`src/rtl/mux_arbiter_2to1.sv`:
```
// Two-source valid/ready arbiter feeding a single registered output stage.
// Contention is resolved round-robin by a two-state priority FSM.
module mux_arbiter_2to1 #(
  parameter int WIDTH = 8
) (
  input  logic             clk,
  input  logic             rst,
  input  logic             a_valid,
  input  logic [WIDTH-1:0] a_data,
  output logic             a_ready,
  input  logic             b_valid,
  input  logic [WIDTH-1:0] b_data,
  output logic             b_ready,
  output logic             y_valid,
  output logic [WIDTH-1:0] y_data,
  input  logic             y_ready,
  output logic             sel
);

  typedef enum logic {PRIO_A = 1'b0, PRIO_B = 1'b1} prio_e;

  prio_e state, state_nxt;
  logic  load_en, grant_a, grant_b;

  // Output register may be refilled when empty or drained this cycle.
  assign load_en = !y_valid || y_ready;

  always_ff @(posedge clk or posedge rst) begin
    if (rst) state <= PRIO_A;
    else     state <= state_nxt;
  end

  always_comb begin
    state_nxt = state;
    if (grant_a)      state_nxt = PRIO_B;
    else if (grant_b) state_nxt = PRIO_A;
  end

  // Grants never look at y_valid through a source's own ready, so no loops.
  always_comb begin
    grant_a = 1'b0;
    grant_b = 1'b0;
    if (!rst && load_en) begin
      if (a_valid && (!b_valid || state == PRIO_A)) grant_a = 1'b1;
      else if (b_valid)                             grant_b = 1'b1;
    end
  end

  assign a_ready = grant_a;
  assign b_ready = grant_b;

  always_ff @(posedge clk or posedge rst) begin
    if (rst) begin
      y_valid <= 1'b0;
      y_data  <= '0;
      sel     <= 1'b0;
    end else if (load_en) begin
      if (grant_a) begin
        y_valid <= 1'b1;
        y_data  <= a_data;
        sel     <= 1'b0;
      end else if (grant_b) begin
        y_valid <= 1'b1;
        y_data  <= b_data;
        sel     <= 1'b1;
      end else begin
        y_valid <= 1'b0;
      end
    end
  end

endmodule

```
`config.mk`:
```
export PLATFORM = sky130hd
export DESIGN_NAME = mux_arbiter_2to1
export DESIGN_NICKNAME = d
export VERILOG_FILES = /design/src/rtl/mux_arbiter_2to1.sv
export SDC_FILE = /design/constraint.sdc
export NUM_CORES = 1
export LEC_CHECK = 0
export BUFFER_PORTS_ARGS = -buffer_cell sky130_fd_sc_hd__buf_2
export CORE_MARGIN = 1
export CORE_UTILIZATION = 39
export CTS_CLUSTER_SIZE = 20
export DETAILED_ROUTE_END_ITERATION = 7
export PLACE_DENSITY = 0.68
export SYNTH_ARGS = -nofsm -noshare
export SYNTH_HDL_FRONTEND = slang
export SYNTH_SLANG_ARGS = --single-unit
```
`constraint.sdc`:
```
create_clock -name clk -period 2.6 [get_ports clk]
set_clock_uncertainty 0.05 [all_clocks]
set_input_delay 0.39 -clock clk [delete_from_list [all_inputs] [get_ports clk]]
set_output_delay 0.39 -clock clk [all_outputs]
set_load 0.02 [all_outputs]
```
# Word level (Yosys, flattened, before mapping)
# Cells that the tools add are included.
word_totals:
  out_inout_bits: 12
  inputBits: 21
  wordCells: 27
  register_bits: 11
op_classes:
  muxes: 13
  reduce_logical: 9
  bitwise_logic: 1
ops:
  columns: ["op", "n"]
  rows:
  - ["8-bit 2-to-1 mux", 2]
  - ["1-bit 2-to-1 mux", 11]
  - ["1-bit zero test", 3]
  - ["1-bit logical AND", 2]
  - ["1-bit logical OR", 2]
  - ["2-bit AND reduction", 1]
  - ["2-bit nonzero test", 1]
  - ["1-bit NOT", 1]

# Longest topological paths before layout
# Gate-level depths: netlist of run 1.
logic_depth:
  depth_word: 7
  mapped_depth: 5
  depth_no_buf: 3

# Least setup slack after synthesis of run 1
# No wires, ideal clock.
synth_path:
  path_kind: "reg2out"
  startpoint: "register y_valid"
  endpoint: "output a_ready"
  path_buffers: 1
  required_time_ns: 2.160
  arrival_ns: 1.309
  path_stages_with_launch: 4
  setup_slack_ns: 0.851
  path_cell_list: "dfrtp_1 -> nor2b_1 -> clkbuf_1 -> nor3_1"
synth_via:
  elab_chain_len: 4
synth_rtl:
  columns: ["element", "line", "text"]
  rows:
  - ["start, declared", "14", "output logic y_valid,"]
  - ["start signal, assigned", "54", "y_valid <= 1'b0;"]
  - ["start signal, assigned", "59", "y_valid <= 1'b1;"]
  - ["start signal, assigned", "63", "y_valid <= 1'b1;"]
  - ["1-bit zero test", "26", "assign load_en = !y_valid || y_ready;"]
  - ["1-bit logical OR", "26", null]
  - ["1-bit logical AND", "43", "if (!rst && load_en) begin"]
  - ["1-bit 2-to-1 mux", "43", null]
  - ["end, declared", "10", "output logic a_ready,"]
# No other way between the ends.

# Worst setup path in the final report of run 1
layout_path:
  startpoint: "register y_valid"
  endpoint: "output b_ready"
layout_via:
  elab_chain_len: 4
layout_rtl:
  columns: ["element", "line", "text"]
  rows:
  - ["1-bit zero test", "26", null]
  - ["1-bit logical OR", "26", null]
  - ["1-bit logical AND", "43", null]
  - ["1-bit 2-to-1 mux", "43", null]
  - ["end, declared", "13", "output logic b_ready,"]
# No other way between the ends.

==> results of run 1 <==
==> metrics by stage <==
step / util [%] / power, W / std cells / area [sq um]
after global placement: 51.72 / 0.0004088 / 109 / 788.3
after CTS: 53.45 / 0.0005287 / 113 / 814.5
after global routing: 53.45 / 0.0005622 / 113 / 814.5
after detailed placement: 51.72 / 0.0004106 / 109 / 788.3
final: 53.45 / 0.0005243 / 113 / 814.5
after floorplan: - / 0.0003506 / 68 / 646.9
==> worst max-delay path, stage by stage (launching register included) <==
cell and delay (ns):
dfrtp_1 0.39, nor2b_1 0.13, buf_4 0.17, nor2_1 0.16, and3_2 0.19, buf_2 0.15
==> per-layer routing <==
layer	routed length (um)	global-route usage, %	part of all wire (%)
met1	752	22.91	46
met2	729	33.03	45
met3	139	8.085	8.5
met4	6	5.625	0.37
met5	0	0	0
==> Yosys cell counts <==
master	count	area share, %
a21bo_1	1	1.5
a32o_1	1	1.5
or2_1	2	1.9
buf_6	2	3.5
inv_1	1	0.58
o31ai_1	8	9.3
buf_2	4	3.1
nand2b_1	2	1.9
nand3_1	1	0.77
and3_2	1	1.2
clkbuf_1	3	1.7
a31oi_1	18	17
nand4_1	8	7.7
nor3_1	1	0.77
dfrtp_1	11	43
nor2b_1	1	0.97
nor2_1	1	0.58
and3_4	1	1.7
a21boi_1	1	1.2
==> worst max path at each step <==
stage	cells past startpoint	slack (ns)	startpoint	end
after detailed placement	5	0.85	rst	y_data[4]$_DFFE_PP0P_
after global routing	5	0.58	y_valid$_DFFE_PP0P_	b_ready
after floorplan	3	0.85	y_valid$_DFFE_PP0P_	a_ready
after global placement	5	0.84	rst	y_data[6]$_DFFE_PP0P_
after CTS	5	0.69	y_valid$_DFFE_PP0P_	b_ready
final	5	0.70	y_valid$_DFFE_PP0P_	b_ready
==> power groups by stage <==
stage	clock, W	combinational, W	sequential (W)
CTS	0.000121	0.000184	0.000224
floorplan	0	0.0000882	0.000262
finish	0.000117	0.000183	0.000224
global route	0.000134	0.000201	0.000228
detailed placement	0	0.000183	0.000227
global placement	0	0.000182	0.000227
==> flip-flops by register name (all words and copies together), names as in the netlist <==
signal,count
y_data,8
sel,1
state,1
y_valid,1
==> layout make-up <==
class	count	share of cell area, %
repair buffers	34	21.51
clock buffers	4	3.226
inverters	1	0.4608
well taps	16	2.458
flip-flops and latches	11	33.79
multi-input cells	47	38.56
==> cells by family (layout without fill, tap and decap cells) <==
logic type      count (synthesis)  after routing  synth area share, %
simple gates                   18             18                17.60
compound gates                 29             29                30.95
flops                          11             11                42.55
buf+inv                        10             39                8.897
==> results.md, run 1 <==
- Clk_lat worst skew: 0.27 ns
- Final GP Congestion: 0.7322
- Avg Cell Area, Syn: 9.513 sq um
- Slew HR: 57.98%
- Critical path endpoint category: output port
- Netlist Area Pre-Place: between 600 and 700 sq um
- Fin crit share: between 70% and 80%
- CTS tree: yes
- Clk network pwr share: between 20 and 25%
- Pre-CTS worst setup slack: 0.8474 ns
- Fin crit period: 1.903 ns
- Cells after Synth: 68
- Status: completed
- Net load switching power: 0.0001907 W
- Layout fillers: approximately 160
- FF-to-FF path depth: 3
- First DRT Iteration DRCs: 14
- Max-cap violations: 0
- Core area: 1524 sq um
- Hold_buf cts: 0
- Yosys reg bits: 11
- Logic pwr share: 34.9%
- Port Buffers: 32
- Net Sw Frac: 36.36%
- Sequential share of power: 42.7%
- Area of the multi-input gates: 314.1 sq um
- Count of nets after finishing: 119
- Starting Density: 42.45%
- Clock net sink count: 11
- Internal Dissipation: 0.0003337 W
- Root buffer cell: clkbuf_4
- Final WS setup: 0.6966 ns
- Setup TNS Final: 0 ns
- Vias in the first global route: 636
- Ant. Diodes: 0
- Hold_ws: approximately 0.22 ns
- Worst-Margin Slew: 0.6304 ns
- Number of H-tree levels: 1
- Power density cells: ~640 nW/um^2
- CP Data Arrival Time: 1.46 ns
- Endpoints failing setup: 0
- Synth warn: 0
- DIE HEIGHT: 42.73 um
- Clk buf depth: 2
- DR vias: 682
- Reg area: ~280 sq um
- Routed Antenna Nets: 0
- Crit path kind: reg -> out
- Max IR drop VDD: 357.8 uV
- Initial antenna violation count: 0
- Detailed Route WL: around 1.6 mm
- WL/cell: 14.42 um
- Sequential share of the synthesized area: a little over two fifths
- Layout cell share with drive strength beyond 1: 40.21%
- Yosys cell types: 19
- Leakage: roughly 0.36 nW
- Largest net degree at the start of global routing: 20
- Vias per cell: 6.035
- Worst Hold Class: in -> async
- Die width: 42.73 um
- Final Hold Fails: 0
- Startpoint Class: flip-flop
- GR Overflow Total: 0
- Pins Over Slew Limit: 0
- Drt drc: 0
- Reg-to-reg endpoint: y_data[4]$_DFFE_PP0P_
- # resized after CTS: 0
- Reg-to-Reg Start: y_valid$_DFFE_PP0P_
- Unrepaired setup endpoints after global routing: no
- Post-DP HPWL: 1.158 mm
- Num ports: 33
- Area growth syn-to-layout: 25.92%
- Commonest non-fill, non-tap cell in the layout: buf_2
- Max Clk Rate: 525.4 MHz
- Setup slack, reg-to-reg: between 1 and 1.5 ns
- Syn_nets: 89
- Total GRT Usage: about a fifth
- Worst-path maximum fanout: 11
- Reg clk slew, reported paths: roughly 0.07 ns
- FP Rows: 14
- Die area: 1825 sq um
- 1st-pass router iterations: 4
- CP required: between 2 and 2.5 ns
- First-pass GRT wire length: 2.725 mm
- Commonest cells after routing, fill and taps aside: 32 x buf_2, 18 x a31oi_1, 11 x dfrtp_1, 8 x o31ai_1, 8 x nand4_1
- Post-CTS Repair Setup Buffers: 0
- CTS Buf Count: 3
Power figures use the tool's default switching activity.
==> run 2: changes to the inputs <==
==> constraint.sdc (replaced) <==
create_clock -name clk -period 1.99 [get_ports clk]
set_clock_uncertainty 0.05 [all_clocks]
set_input_delay 0.2985 -clock clk [delete_from_list [all_inputs] [get_ports clk]]
set_output_delay 0.2985 -clock clk [all_outputs]
set_load 0.02 [all_outputs]
==> run 2 against run 1 <==
Against the previous run: global-route usage decreased by 1.2 points; clock-buffer cell count unchanged; sequential power increased by 29%; sequential cell count is the same; critical path depth shrank 1; sequential share of layout area decreased by 0.71 points; register-to-register slack lost 0.48 ns; largest cell class unchanged; via count fell by 0.88%; worst setup slack got worse by 0.56 ns; non-clock buffer count rose by 2.
==> results.md, run 2 (same netlist as run 1, synthesis figures left out) <==
- 1st-pass router iterations: 4
- Initial antenna violation count: 0
- Detailed Route WL: 1.608 mm
- Final Hold Fails: 0
- Worst Hold Class: in -> async
- Layout fillers: 154
- Max Clk Rate: around 540 MHz
- Pins Over Slew Limit: 0
- Final GP Congestion: 0.7303
- Layout cell share with drive strength beyond 1: 42.42%
- Clock net sink count: 11
- Slew HR: between 70% and 80%
- Unrepaired setup endpoints after global routing: no
- Most flops, register: y_data
- Hold_buf cts: 0
- Highest Signal Layer: met4
- GR Overflow Total: 0
- Commonest non-fill, non-tap cell in the layout: buf_2
- Port Buffers: 32
- Worst-Margin Slew: 0.3961 ns
- Endpoints failing setup: 0
- First DRT Iteration DRCs: 10
- Non-filler cells, final: 115
- CP Data Arrival Time: 1.51 ns
- Clk buf depth: 2
- Core area: ~1500 sq um
- Vias in the first global route: 594
- Largest net degree at the start of global routing: 18
- Die area: 1825 sq um
- Leakage: 0.3719 nW
- Status: completed
- DR vias: slightly below 700
- # resized after CTS: 1
- Worst-path maximum fanout: 11
- Vias per cell: 5.878
- Root buffer cell: clkbuf_4
- Starting Density: 42.45%
- Crit path kind: reg -> out
- Fin area: 832.0 sq um
- CP required: between 1.5 and 2 ns
- Number of H-tree levels: 1
- Max IR drop VDD: between 300 and 400 uV
- Max-cap violations: 0
- Dpl cells: 111
- Reg clk slew, reported paths: 0.08 ns
- Count of nets after finishing: 121
- DIE HEIGHT: approximately 43 um
- Max reg flops: 8
- First-pass GRT wire length: 2.525 mm
- Die width: approximately 43 um
- Routed Antenna Nets: 0
- Num ports: 33
- Drt drc: 0
- CTS Buf Count: 3
- FP Rows: 14
- Met2 WL: 686 um
- Setup TNS Final: 0 ns
- Post-CTS Repair Setup Buffers: 0
- Post-Place Cell Area: 803.3 sq um
- Critical path endpoint category: output port
- Total GRT Usage: 18.52%
- Startpoint Class: flip-flop
- Area of the multi-input gates: between 300 and 400 sq um
- Power density cells: 837.9 nW/um^2
- Commonest cells after routing, fill and taps aside: 32 x buf_2, 18 x a31oi_1, 11 x dfrtp_1, 8 x o31ai_1, 8 x nand4_1
- Fin crit period: ~1.9 ns
- WL/cell: 13.98 um
- CTS tree: yes
- M1 wire length: 783 um
- Ant. Diodes: 0
- Met3 wire len: between 100 and 150 um
- Reg area: 275.3 sq um
- Area growth syn-to-layout: 28.63%
- Fin crit share: 93.38%
- Clk_lat worst skew: 0.28 ns
## run 2: cell count changes in the layout (fill, tap and decap cells not counted)
cell	before	now
nor2b_2	0	1
buf_4	2	4
nor2b_1	1	0
## run 2: power breakdown
group,total [W],leakage [nW],internal [W],switching [W]
Clock,0.000163,0.0150,0.0000778,0.0000848
Sequential,0.000290,0.123,0.000266,0.0000238
Combinational,0.000244,0.233,0.0000966,0.000148
## run 2: worst max-delay path, stage by stage, from the launching register on
cell and delay [ns]:
dfrtp_1 0.36, nor2b_2 0.38, nor2_1 0.12, and3_2 0.21
buf_2 0.15
## run 2: layout make-up
type	instances	area share (%)
flip-flops and latches	11	33.08
repair buffers	36	22.86
clock buffers	4	3.158
well taps	16	2.406
inverters	1	0.4511
multi-input cells	47	38.05
## run 2: metal layers
| metal | GRT usage (%) | vias to the layer above |
|---|---|---|
| met2 | 25.15 | 24 |
| li1 | - | 339 |
| met3 | 6.383 | 3 |
| met4 | 10.00 | 0 |
| met1 | 25.54 | 310 |
| met5 | 0 | - |
## run 2: worst paths after layout
path	from	end	slack, ns	depth (start not counted)
setup / recovery	y_valid$_DFFE_PP0P_	b_ready	0.13	4
hold / removal	rst	sel$_DFFE_PP0P_	0.05	3
setup reg to reg	y_valid$_DFFE_PP0P_	y_data[5]$_DFFE_PP0P_	0.62	4
hold reg to reg	sel$_DFFE_PP0P_	sel$_DFFE_PP0P_	0.45	1
max in group asynchronous	rst	y_data[2]$_DFFE_PP0P_	1.67	3
min in group clk	b_valid	state$_DFFE_PP0P_	0.22	2
## run 2: through the flow
stage          util [%]  hold WS (ns)  power (W)  setup WS, ns
6_report          54.60       0.05255  0.0006972        0.1318
5_1_grt           54.60       0.05377  0.0007417       0.01587
2_1_floorplan         -        0.3530  0.0004581        0.3324
4_1_cts           54.60       0.04615  0.0007003        0.1230
3_3_place_gp      52.71        0.3447  0.0005354        0.2103
3_5_place_dp      52.71        0.3487  0.0005395        0.1910
==> run 3: changes to the inputs <==
--- a/config.mk
+++ b/config.mk
@@ -5,7 +5,7 @@
 export SDC_FILE = /design/constraint.sdc
 export NUM_CORES = 1
 export LEC_CHECK = 0
-export BUFFER_PORTS_ARGS = -buffer_cell sky130_fd_sc_hd__buf_2
+export BUFFER_PORTS_ARGS = -buffer_cell sky130_fd_sc_hd__buf_4
 export CORE_MARGIN = 1
 export CORE_UTILIZATION = 39
 export CTS_CLUSTER_SIZE = 20
==> run 3 against run 2 <==
Against the previous run: combinational power grew 14%; sequential cell count unchanged; fmax is essentially flat; final area grew 9.6%; die area unchanged.
==> results.md, run 3 (same netlist as run 1, synthesis figures left out) <==
- Starting Density: between 40 and 50%
- DR vias: 669
- Fin crit share: 93.37%
- FF-to-FF path depth: 4
- Die width: 42.73 um
- WP buf/inv: 1
- Routed Antenna Nets: 0
- Leakage: 0.3999 nW
- WL/cell: approximately 15 um
- Largest net degree at the start of global routing: 17
- Max-cap violations: 0
- Max IR drop VDD: a little over 400 uV
- Unrepaired setup endpoints after global routing: no
- Worst Hold Class: in -> async
- Num ports: 33
- Crit path kind: reg -> out
- CP Depth: 4
- Clk_lat worst skew: around 0.27 ns
- 1st-pass router iterations: 4
- Vias per cell: 5.817
- Post-DP HPWL: 1.177 mm
- Die area: 1825 sq um
- Count of nets after finishing: 121
- Reg clk slew, reported paths: around 0.08 ns
- Final Hold Fails: 0
- Max reg flops: 8
- Root buffer cell: clkbuf_4
- Hold_buf cts: 0
- Detailed Route WL: 1.683 mm
- CP peak stage delay: 0.39 ns
- Commonest non-fill, non-tap cell in the layout: buf_4
- Worst-path maximum fanout: 11
- First-pass GRT wire length: between 2 and 3 mm
- Layout cell share with drive strength beyond 1: 42.42%
- Setup TNS Final: 0 ns
- Core Util, Final: 59.85%
- Power density cells: 797.8 nW/um^2
- Fin crit period: 1.858 ns
- GR Overflow Total: 0
- CP Data Arrival Time: 1.51 ns
- FP Rows: 14
- Slew HR: 72.66%
- Ant. Diodes: 0
- Commonest cells after routing, fill and taps aside: 36 x buf_4, 18 x a31oi_1, 11 x dfrtp_1, 8 x o31ai_1, 8 x nand4_1
- Critical path's slowest cell: nor2b_2
- Max Clk Rate: ~540 MHz
- Drt drc: 0
- Vias in the first global route: 640
- Worst-path cell chain: nor2b_2, nor2_1, and3_2, buf_4
- Clk buf depth: 2
- CTS Buf Count: 3
- Endpoints failing setup: 0
- CTS tree: yes
- Hold_ws: 0.04183 ns
- Crit-path leading delay family: simple AND/OR/NAND/NOR gates
- DIE HEIGHT: 42.73 um
- Worst-Margin Slew: 0.4083 ns
- Port Buffers: 32
- Total power: 0.0007277 W
- Dpl cells: 111
- Total GRT Usage: just over 20%
- Non-filler cells, final: 115
- Critical path endpoint category: output port
- Clock net sink count: 11
- Initial antenna violation count: 0
- Area growth syn-to-layout: 41.01%
- Most flops, register: y_data
- Core area: 1524 sq um
- Number of H-tree levels: 1
- Startpoint Class: flip-flop
- First DRT Iteration DRCs: 9
- Status: completed
- Final GP Congestion: between 0.7 and 0.8
- Pins Over Slew Limit: 0
- CP required: roughly 1.6 ns
## run 3: cell counts in the layout (fill, tap and decap cells not counted)
No cell type changed its count.
## run 3: worst paths after layout
check	from	to	slack, ns
max	y_valid$_DFFE_PP0P_	b_ready	0.13
min	rst	state$_DFFE_PP0P_	0.04
max reg2reg	y_valid$_DFFE_PP0P_	y_data[5]$_DFFE_PP0P_	0.61
min reg2reg	sel$_DFFE_PP0P_	sel$_DFFE_PP0P_	0.46
max in group asynchronous	rst	y_data[0]$_DFFE_PP0P_	1.68
min in group clk	b_valid	state$_DFFE_PP0P_	0.21
## run 3: repair_timing
item / in CTS / in global routing
buffers inserted: 0 / 0
gates resized for setup: 1 / 0
setup endpoints to repair: 1 / 0
## run 3: worst min-delay path, delay by kind of cell
kind	cells	cell delay (ns)
buf+inv	3	0.41
## run 3: per-layer routing
layer | vias to the layer above | part of all wire (%) | track usage (%)
met5 | - | 0 | 0
met4 | 0 | 0.95 | 7.500
met3 | 2 | 6.8 | 6.383
met2 | 27 | 44 | 30.91
met1 | 306 | 48 | 26.95
li1 | 334 | - | -
## run 3: metrics by stage
step	cell area (sq um)	worst slack (ns)
floorplan	646.9	0.3324
global placement	883.3	0.2060
detailed placement	883.3	0.1711
CTS	912.1	0.1259
global route	912.1	0.02221
finish	912.1	0.1319
## run 3: final cells by class
type	instances	area, sq um
Fill cell	135	611.8
Multi-Input combinational cell	47	316.6
Sequential cell	11	275.3
Timing Repair Buffer	36	270.3
Clock buffer	4	26.28
Tap cell	16	20.02
Inverter	1	3.754
## run 3: power by group
part	internal [W]	switching, W	total, W
Clock	0.0000775	0.0000788	0.000156
Combinational	0.000130	0.000149	0.000279
Sequential	0.000267	0.0000253	0.000292
Total	0.000474	0.000253	0.000728
